--- src/rtl/pipe_share_sched.sv ---
// Round-robin scheduler sharing one fixed-latency arithmetic pipeline among N requesters.
// A {vld, tag} shadow pipe travels alongside the datapath so each result returns with its owner's ID.
module pipe_share_sched #(
  parameter int N   = 4,
  parameter int W   = 10,
  parameter int LAT = 3,
  localparam int TW = (N > 1) ? $clog2(N) : 1
) (
  input  logic            clk,
  input  logic            rst_n,
  input  logic            flush,
  input  logic [N-1:0]    req,
  input  logic [N*W-1:0]  op_a,
  input  logic [N*W-1:0]  op_b,
  input  logic [N*W-1:0]  op_c,
  input  logic [N*W-1:0]  op_d,
  output logic [N-1:0]    gnt,
  output logic [W-1:0]    pipe_a,
  output logic [W-1:0]    pipe_b,
  output logic [W-1:0]    pipe_c,
  output logic [W-1:0]    pipe_d,
  output logic            pipe_vld,
  input  logic [W-1:0]    pipe_f,
  output logic            res_vld,
  output logic [TW-1:0]   res_tag,
  output logic [W-1:0]    res_f,
  output logic            busy
);

  logic [TW-1:0]  ptr;
  logic [TW-1:0]  pipe_tag;
  logic [N-1:0]   elig;
  logic [TW-1:0]  idx;
  logic           win_vld;
  logic [TW-1:0]  win_id;
  logic [TW-1:0]  ptr_nxt;
  logic [LAT-1:0] vld_p;
  logic [TW-1:0]  tag_p [LAT];

  // Descending scan so the lowest offset from ptr is written last and wins.
  always_comb begin
    elig    = req & ~gnt;
    win_vld = 1'b0;
    win_id  = '0;
    idx     = '0;
    for (int k = N - 1; k >= 0; k--) begin
      idx = TW'((int'(ptr) + k) % N);
      if (elig[idx]) begin
        win_vld = 1'b1;
        win_id  = idx;
      end
    end
    ptr_nxt = (win_id == TW'(N - 1)) ? '0 : win_id + 1'b1;
  end

  always_ff @(posedge clk or negedge rst_n) begin
    if (!rst_n) begin
      gnt      <= '0;
      pipe_vld <= 1'b0;
      pipe_a   <= '0;
      pipe_b   <= '0;
      pipe_c   <= '0;
      pipe_d   <= '0;
      pipe_tag <= '0;
      ptr      <= '0;
      vld_p    <= '0;
      for (int i = 0; i < LAT; i++) tag_p[i] <= '0;
    end else begin
      // issue stage -> tag pipe stage 0 .. LAT-1
      vld_p    <= (vld_p << 1) | LAT'(pipe_vld);
      tag_p[0] <= pipe_tag;
      for (int i = 1; i < LAT; i++) tag_p[i] <= tag_p[i-1];

      if (flush) begin
        gnt      <= '0;
        pipe_vld <= 1'b0;
        vld_p    <= '0;
      end else if (win_vld) begin
        gnt      <= N'(1) << win_id;
        pipe_a   <= op_a[win_id*W +: W];
        pipe_b   <= op_b[win_id*W +: W];
        pipe_c   <= op_c[win_id*W +: W];
        pipe_d   <= op_d[win_id*W +: W];
        pipe_tag <= win_id;
        pipe_vld <= 1'b1;
        ptr      <= ptr_nxt;
      end else begin
        gnt      <= '0;
        pipe_vld <= 1'b0;
      end
    end
  end

  assign res_vld = vld_p[LAT-1];
  assign res_tag = tag_p[LAT-1];
  assign res_f   = pipe_f;
  assign busy    = pipe_vld | (|vld_p);

endmodule

--- config.mk ---
export PLATFORM = sky130hd
export DESIGN_NAME = pipe_share_sched
export DESIGN_NICKNAME = d
export VERILOG_FILES = /design/src/rtl/pipe_share_sched.sv
export SDC_FILE = /design/constraint.sdc
export NUM_CORES = 1
export LEC_CHECK = 0
export BUFFER_PORTS_ARGS = -buffer_cell sky130_fd_sc_hd__buf_2
export CORE_MARGIN = 4
export CORE_UTILIZATION = 45
export CTS_BUF_LIST = sky130_fd_sc_hd__clkbuf_4
export DETAILED_ROUTE_END_ITERATION = 7
export GPL_ROUTABILITY_DRIVEN = 0
export PLACE_DENSITY = 0.82
export RECOVER_POWER = 100
export SLEW_MARGIN = 15
export SYNTH_ARGS = -nofsm -noshare
export SYNTH_HDL_FRONTEND = slang
export SYNTH_SLANG_ARGS = --single-unit
--- constraint.sdc ---
create_clock -name clk -period 2.3 [get_ports clk]
set_input_delay 0.115 -clock clk [delete_from_list [all_inputs] [get_ports clk]]
set_output_delay 0.115 -clock clk [all_outputs]
set_load 0.05 [all_outputs]
==> summary.md, run 1 <==
| Metric | Value |
|---|---|
| #FFs+latches synth | `58` |
| Longest Clk Path Bufs | `2` |
| Status | `finished with violations` |
| Post-Synthesis Cells | `roughly 340` |
| Synthesis Warnings | `0` |
| Internal | `~3.2 mW` |
| Drt wl/cell | `around 18 um` |
| Die span in y | `approximately 100 um` |
| Critical Path Fanout Max | `38` |
| Final Setup Violations | `0` |
| Global-route wire length before repair | `17100 um` |
| Placed cell area | `between 4000 and 5000 um2` |
| Failing checks | `capacitance limit, slew limit` |
| Critical Path RT | `between 2 and 3 ns` |
| Final cell count without fillers | `around 650` |
| HP Start | `op_b[38]` |
| Reg2Reg Capture Point | `pipe_b[1]$_DFFE_PN0P_` |
| CTS Buf Count | `9` |
| DRT iter0 DRCs | `74` |
| FP Rows | `34` |
| Sequential fraction of the synthesis area | `0.365` |
| Area leader, netlist | `dfrtp_1` |
| R2R setup slack | `between 0.15 and 0.2 ns` |
| Min-delay worst type | `in2reg` |
| Crit Path Category | `reg2reg` |
| Crit share post-route | `0.923` |
| WP data arrival | `2.37 ns` |
| Min Hold Slack | `between 0.05 and 0.06 ns` |
| Net switching power figure | `between 3 and 4 mW` |
| Input/output buffers | `~220` |
| Initial antenna violation count | `0` |
| Clock power frac | `0.119` |
| Skew final | `0.0199 ns` |
| Overall track demand over capacity in global routing | `0.211` |
| Root Driver | `clkbuf_4` |
| Minimum clock period | `approximately 2.1 ns` |
| Diode count | `0` |
| Routed WL | `between 10000 and 15000 um` |
| Final ANT Viol Nets | `0` |
| Pwr Total | `between 6 and 7 mW` |
| Via Count | `~3.5k` |
| Clock-pin transition on the worst setup and hold timing paths | `~0.10 ns` |
| Starting Density | `0.458` |
| RSZ-0062 raised after global routing | `no` |
| Sequential power share | `0.252` |
| Share of cells above drive strength 1 | `0.475` |
| Worst-Skew Late Latency | `~0.40 ns` |
| Final WS setup | `between 0.15 and 0.2 ns` |
| Reg2reg start | `gnt[2]$_DFF_PN0_` |
| Slew @ Worst Pin | `roughly 1.5 ns` |
| Slew HR | `-0.0260` |
| Synth area leaders | `dfrtp_1 (36%), a221oi_2 (14%), a211oi_2 (13%), mux2i_1 (10%), and2_1 (6.6%)` |
| CTS tree | `built` |
| Slew Viols, Final | `27` |
| Router iterations before antenna repair | `4` |
| Largest net degree at the start of global routing | `42` |
| Residual DRC | `0` |
| Synth Area in Compound Gates | `0.301` |
| Simple-gate share of the synthesized area | `0.141` |
| Switching Share | `0.540` |
| Post-Layout Inst Area | `between 4000 and 5000 um2` |
| Post-Synth Adder-Cell Area | `0.00314` |
| GR Overflow Total | `0` |
| Hold Fails Final Rpt | `0` |
| Worst Setup End Kind | `flip-flop` |
| R2R cell count | `6` |
| Final #Nets | `around 720` |
| PwrDens | `1380 nW/um2` |
| Fin util | `0.575` |
| Synth cell types | `37` |
| XOR/XNOR share of the synthesized area | `0` |
| Clk sinks | `58` |
| Pre-CTS setup slack | `roughly 0.18 ns` |
| Layout Area Growth over Synthesis | `25.5%` |
| Leak | `2.36 nW` |
| Mean post-synth cell area | `about 12 um2` |
| Vias in the first global route | `3654` |
| Number of filler cells placed in the layout | `~780` |
| DP Cell Count | `about 630` |
| Max IR drop VDD | `roughly 0.85 mV` |
| Post-DP HPWL | `8390 um` |
| Hold depth | `3` |
| Chip Width | `roughly 100 um` |
| Achievable Freq | `about 0.47 GHz` |
| Hold EP | `pipe_b[8]$_DFFE_PN0P_` |
| Max H-tree Level | `3` |
| Number of max-cap violations | `1` |
| I/O pins | `236` |
| Combinational power share | `0.629` |
| Reg area | `between 1000 and 1500 um2` |
| Critical Path Source Type | `flip-flop` |
| Synth top area share | `0.365` |
| Die area | `around 10000 um2` |
| Post-Syn Area | `a little under 4000 um2` |
| Core area | `8680 um2` |
| Vias per std cell | `around 5.4` |
| Area occupied by multi-input gates | `a little over 2000 um2` |
| Proportion of synthesized area in mux cells | `0.101` |
| Post-synthesis net count | `520` |
| Setup TNS | `0 ns` |
| Largest family of logic cells by synthesized area | `compound AO/OA/AOI/OAI gates` |
state kept, by name, summed over array words and instances, names as in the netlist, 3 cells and up:
register and cells:
pipe_a 10, pipe_b 10, pipe_c 10, pipe_d 10, gnt 4, tag_p 4
vld_p 3
kinds of logic after synthesis:
kind of cell / count (synthesis)
muxes: 40
buffers and inverters: 47
DFF: 58
and+or+nand+nor: 105
adders and majority gates: 1
AOI/OAI and AO/OA: 91
synth_stat cells:
cell type / number
a211oi_2: 40
nand2b_1: 4
mux2i_1: 40
a31o_2: 1
ha_1: 1
dfrtp_1: 58
o221ai_1: 1
nor2b_1: 3
o31ai_4: 1
clkbuf_1: 8
buf_12: 1
a21o_1: 1
or3b_4: 1
and2_1: 42
a21oi_2: 1
inv_2: 2
buf_2: 6
a221oi_2: 38
buf_6: 8
a211oi_1: 1
nor3_2: 1
inv_1: 2
a21o_4: 1
nand2_1: 5
and3_1: 1
or4_1: 1
o21ai_0: 2
a221oi_1: 2
o211ai_2: 1
nor2b_4: 1
nand3b_1: 1
nor2_1: 43
buf_8: 3
nor2b_2: 1
o31ai_1: 1
buf_4: 17
and2_4: 1
worst max-delay path, cell delays in order, from the launching register on:
cell and delay [ns]:
dfrtp_1 0.38, nand2b_1 0.21, o221ai_1 0.34, a21o_4 0.33, buf_12 0.28, mux2i_1 0.31
a211oi_2 0.11
power groups by stage:
stage / sequential (mW) / clock, mW / combinational (mW)
6_report: 1.73 / 0.818 / 4.32
5_1_grt: 1.79 / 0.895 / 4.60
4_1_cts: 1.72 / 0.846 / 4.63
3_5_place_dp: 1.74 / 0 / 4.63
3_3_place_gp: 1.72 / 0 / 4.51
2_1_floorplan: 3.01 / 0 / 2.45
how the worst max path moves through the flow:
stage | from | cells after the start | to
4_1_cts | gnt[2]$_DFF_PN0_ | 6 | pipe_b[1]$_DFFE_PN0P_
6_report | gnt[2]$_DFF_PN0_ | 6 | pipe_b[1]$_DFFE_PN0P_
3_3_place_gp | ptr[0]$_DFFE_PN0P_ | 6 | pipe_c[7]$_DFFE_PN0P_
3_5_place_dp | gnt[2]$_DFF_PN0_ | 6 | pipe_b[1]$_DFFE_PN0P_
2_1_floorplan | gnt[0]$_DFF_PN0_ | 9 | ptr[1]$_DFFE_PN0P_
5_1_grt | gnt[1]$_DFF_PN0_ | 7 | pipe_c[8]$_DFFE_PN0P_
cells in the final DEF, fill, tap and decap left out, types with 2 or more instances in the layout:
master         netlist  layout
nand2b_1             4       4
clkinvlp_4           0       2
buf_2                6     165
a221oi_2            38      38
o31ai_1              1       2
clkinv_1             0       2
nor2b_1              3       4
a211oi_2            40      21
bufinv_16            0       2
a211oi_1             1      20
o21ai_0              2       2
inv_1                2       3
clkbuf_1             8      50
dlygate4sd3_1        0       2
buf_4               17       3
buf_12               1       6
and2_1              42      41
nand2_1              5       4
clkbuf_4             0       9
nor2_1              43      43
a221oi_1             2       2
mux2i_1             40      40
dfrtp_1             58      58
layout make-up:
type | count | share of cell area
multi-input combinational | 237 | 0.413
timing repair buffer | 227 | 0.237
clock buffer | 9 | 0.0135
clock inverter | 6 | 0.0165
inverter | 4 | 0.00301
sequential | 58 | 0.291
tap | 108 | 0.0271
metal layers:
| metal | vias up | GRT usage | routed length, um | share of wire |
|---|---|---|---|---|
| met3 | 16 | 0.0539 | 993 | 0.087 |
| met5 | - | 0 | 0 | 0 |
| li1 | 1662 | - | - | - |
| met4 | 0 | 0.0656 | 197 | 0.017 |
| met2 | 158 | 0.401 | 5930 | 0.52 |
| met1 | 1678 | 0.227 | 4290 | 0.38 |
timing repair:
item	4_1_cts	5_1_grt
hold buffers	2	0
hold endpoints to repair	29	0
resized for setup	0	0
buffers inserted	0	0
(Power assumes the default switching activity.)
==> run 2, diff against run 1 <==
--- a/config.mk
+++ b/config.mk
@@ -6,12 +6,11 @@
 export NUM_CORES = 1
 export LEC_CHECK = 0
 export BUFFER_PORTS_ARGS = -buffer_cell sky130_fd_sc_hd__buf_2
-export CORE_MARGIN = 4
-export CORE_UTILIZATION = 45
+export CORE_UTILIZATION = 49
 export CTS_BUF_LIST = sky130_fd_sc_hd__clkbuf_4
 export DETAILED_ROUTE_END_ITERATION = 7
 export GPL_ROUTABILITY_DRIVEN = 0
-export PLACE_DENSITY = 0.82
+export PLACE_DENSITY = 0.89
 export RECOVER_POWER = 100
 export SLEW_MARGIN = 15
 export SYNTH_ARGS = -nofsm -noshare
==> constraint.sdc (replaced) <==
create_clock -name clk -period 2.7 [get_ports clk]
set_input_delay 0.135 -clock clk [delete_from_list [all_inputs] [get_ports clk]]
set_output_delay 0.135 -clock clk [all_outputs]
set_load 0.05 [all_outputs]
==> run 2 against run 1 <==
Against the previous run: the flow now finishes without violations; largest power group unchanged; non-clock buffer count is 1 lower; register-to-register slack improved by 0.18 ns; count of clock-buffer cells in the layout is the same; cell count decreased by 0.92%; critical path depth is the same; via count shrank 0.43%; sequential cell count unchanged; clock power fell by 40%; worst hold slack improved by 0.033 ns; utilization up 5.3 points; die area shrank 18%; global-route usage up 3.6 points.
==> summary.md, run 2 (same netlist as run 1, synthesis figures left out) <==
| Metric | Value |
|---|---|
| Vias per std cell | `roughly 5.4` |
| Leak | `around 2.3 nW` |
| Share of cells above drive strength 1 | `0.481` |
| Slew @ Worst Pin | `just over 1 ns` |
| CTS Buf Count | `9` |
| Met2 WL | `5580 um` |
| Post-CTS Setup Inserts | `0` |
| Global-route wire length before repair | `about 16000 um` |
| Layout Area Growth over Synthesis | `23.3%` |
| Starting Density | `0.510` |
| DRT iter0 DRCs | `slightly above 70` |
| Min-delay worst type | `in2reg` |
| Final ANT Viol Nets | `0` |
| Reg area | `~1500 um2` |
| Clock power frac | `0.087` |
| Fin util | `0.629` |
| Worst-Skew Late Latency | `around 0.39 ns` |
| Top sig layer | `met4` |
| Most frequent cells in the layout | `buf_2 (165), dfrtp_1 (58), clkbuf_1 (51)` |
| RSZ-0062 raised after global routing | `no` |
| Pre-CTS setup slack | `between 0.4 and 0.5 ns` |
| Critical Path Source Type | `flip-flop` |
| Crit Path Category | `reg2reg` |
| Root Driver | `clkbuf_4` |
| Crit share post-route | `0.866` |
| Diode count | `0` |
| Critical Path RT | `2.97 ns` |
| GR Overflow Total | `0` |
| Setup TNS | `0 ns` |
| I/O pins | `approximately 240` |
| Via Count | `between 3k and 4k` |
| Slew HR | `0.307` |
| Skew final | `roughly 0.016 ns` |
| CTS tree | `built` |
| Combinational power share | `0.646` |
| Longest Clk Path Bufs | `2` |
| Routed WL | `about 10000 um` |
| CP max-delay cell | `clkbuf_4` |
| Max H-tree Level | `3` |
| Status | `finished, final reports clean` |
| Largest net degree at the start of global routing | `46` |
| Slowest stage delay, CP | `between 0.5 and 0.6 ns` |
| Critical Path Fanout Max | `39` |
| Net switching power figure | `between 3 and 4 mW` |
| Internal | `around 2.5 mW` |
| Wire length on met3 | `between 600 and 700 um` |
| Final #Nets | `714` |
| Clock-pin transition on the worst setup and hold timing paths | `~0.090 ns` |
| Max IR drop VDD | `approximately 0.60 mV` |
| Clk sinks | `between 50 and 60` |
| Number of filler cells placed in the layout | `680` |
| FP Rows | `32` |
| Router iterations before antenna repair | `4` |
| Die span in y | `~90 um` |
| Crit-path cells | `or3b_4 > o211ai_2 > a21o_4 > clkbuf_4 > mux2i_1 > a211oi_1` |
| Input/output buffers | `about 220` |
| PwrDens | `roughly 1100 nW/um2` |
| Switching Share | `0.561` |
| Sequential power share | `0.266` |
| Final Setup Violations | `0` |
| Hold Fails Final Rpt | `0` |
| WP data arrival | `approximately 2.6 ns` |
| Initial antenna violation count | `0` |
| Residual DRC | `0` |
| Most common cell after layout, fill and taps aside | `buf_2` |
| Chip Width | `about 90 um` |
| Final WS setup | `around 0.36 ns` |
| Drt wl/cell | `around 16 um` |
| Post-Layout Inst Area | `a little under 5000 um2` |
| Area occupied by multi-input gates | `2090 um2` |
| Slew Viols, Final | `0` |
| Number of max-cap violations | `0` |
| Core area | `between 7000 and 8000 um2` |
| Die area | `around 8500 um2` |
| Vias in the first global route | `roughly 3.4k` |
| Achievable Freq | `0.428 GHz` |
| Post-DP HPWL | `7710 um` |
| Minimum clock period | `~2.3 ns` |
| M1 WL | `between 4000 and 5000 um` |
| Placed cell area | `between 4000 and 5000 um2` |
| Overall track demand over capacity in global routing | `0.246` |
| Worst Setup End Kind | `flip-flop` |
[run 2: worst paths after layout]
path	from	end	depth (start not counted)	slack (ns)
min in group asynchronous	rst_n	vld_p[1]$_DFF_PN0_	2	0.45
hold reg to reg	tag_p[3]$_DFF_PN0_	res_tag[1]$_DFF_PN0_	0	0.35
setup reg to reg	ptr[0]$_DFFE_PN0P_	pipe_c[0]$_DFFE_PN0P_	6	0.36
setup / recovery	ptr[0]$_DFFE_PN0P_	pipe_c[0]$_DFFE_PN0P_	6	0.36
hold / removal	op_b[38]	pipe_b[8]$_DFFE_PN0P_	3	0.09
max in group asynchronous	rst_n	pipe_d[2]$_DFFE_PN0P_	3	1.25
[run 2: cell type report]
class,instances,share of cell area
clock buffer,9,0.0138
clock inverter,7,0.00739
inverter,4,0.00306
multi-input combinational,237,0.426
sequential,58,0.296
tap,102,0.0260
timing repair buffer,226,0.228
[run 2: power by group through the flow]
stage / Combinational [mW] / Clock (mW) / Sequential, mW
floorplan: 2.08 / 0 / 2.57
global placement: 3.77 / 0 / 1.48
detailed placement: 3.86 / 0 / 1.49
CTS: 3.86 / 0.509 / 1.48
global route: 3.83 / 0.542 / 1.53
finish: 3.61 / 0.489 / 1.49
[run 2: per-layer routing]
metal	track usage	vias to the layer above
li1	-	1655
met4	0.0924	0
met1	0.266	1684
met5	0	-
met3	0.0597	14
met2	0.460	146
[run 2: metrics by stage]
step	power [mW]	cells	hold WS, ns
after floorplan	4.65	342	-0.161
after global placement	5.25	625	0.270
after detailed placement	5.35	625	0.270
after CTS	5.85	643	0.0737
after global routing	5.90	643	0.0755
final	5.59	643	0.0924
[run 2: worst max-delay path: cells and delay by family, from the launching register on]
kind	cells	cell delay, ns
muxes	1	0.18
and+or+nand+nor	1	0.42
DFF	1	0.42
AOI/OAI and AO/OA	3	0.59
buffers and inverters	1	0.56
[run 2: timing repair]
item                      in CTS  in global routing
gates resized for setup        0                  0
hold buffers                   2                  0
hold endpoints to repair      43                  0
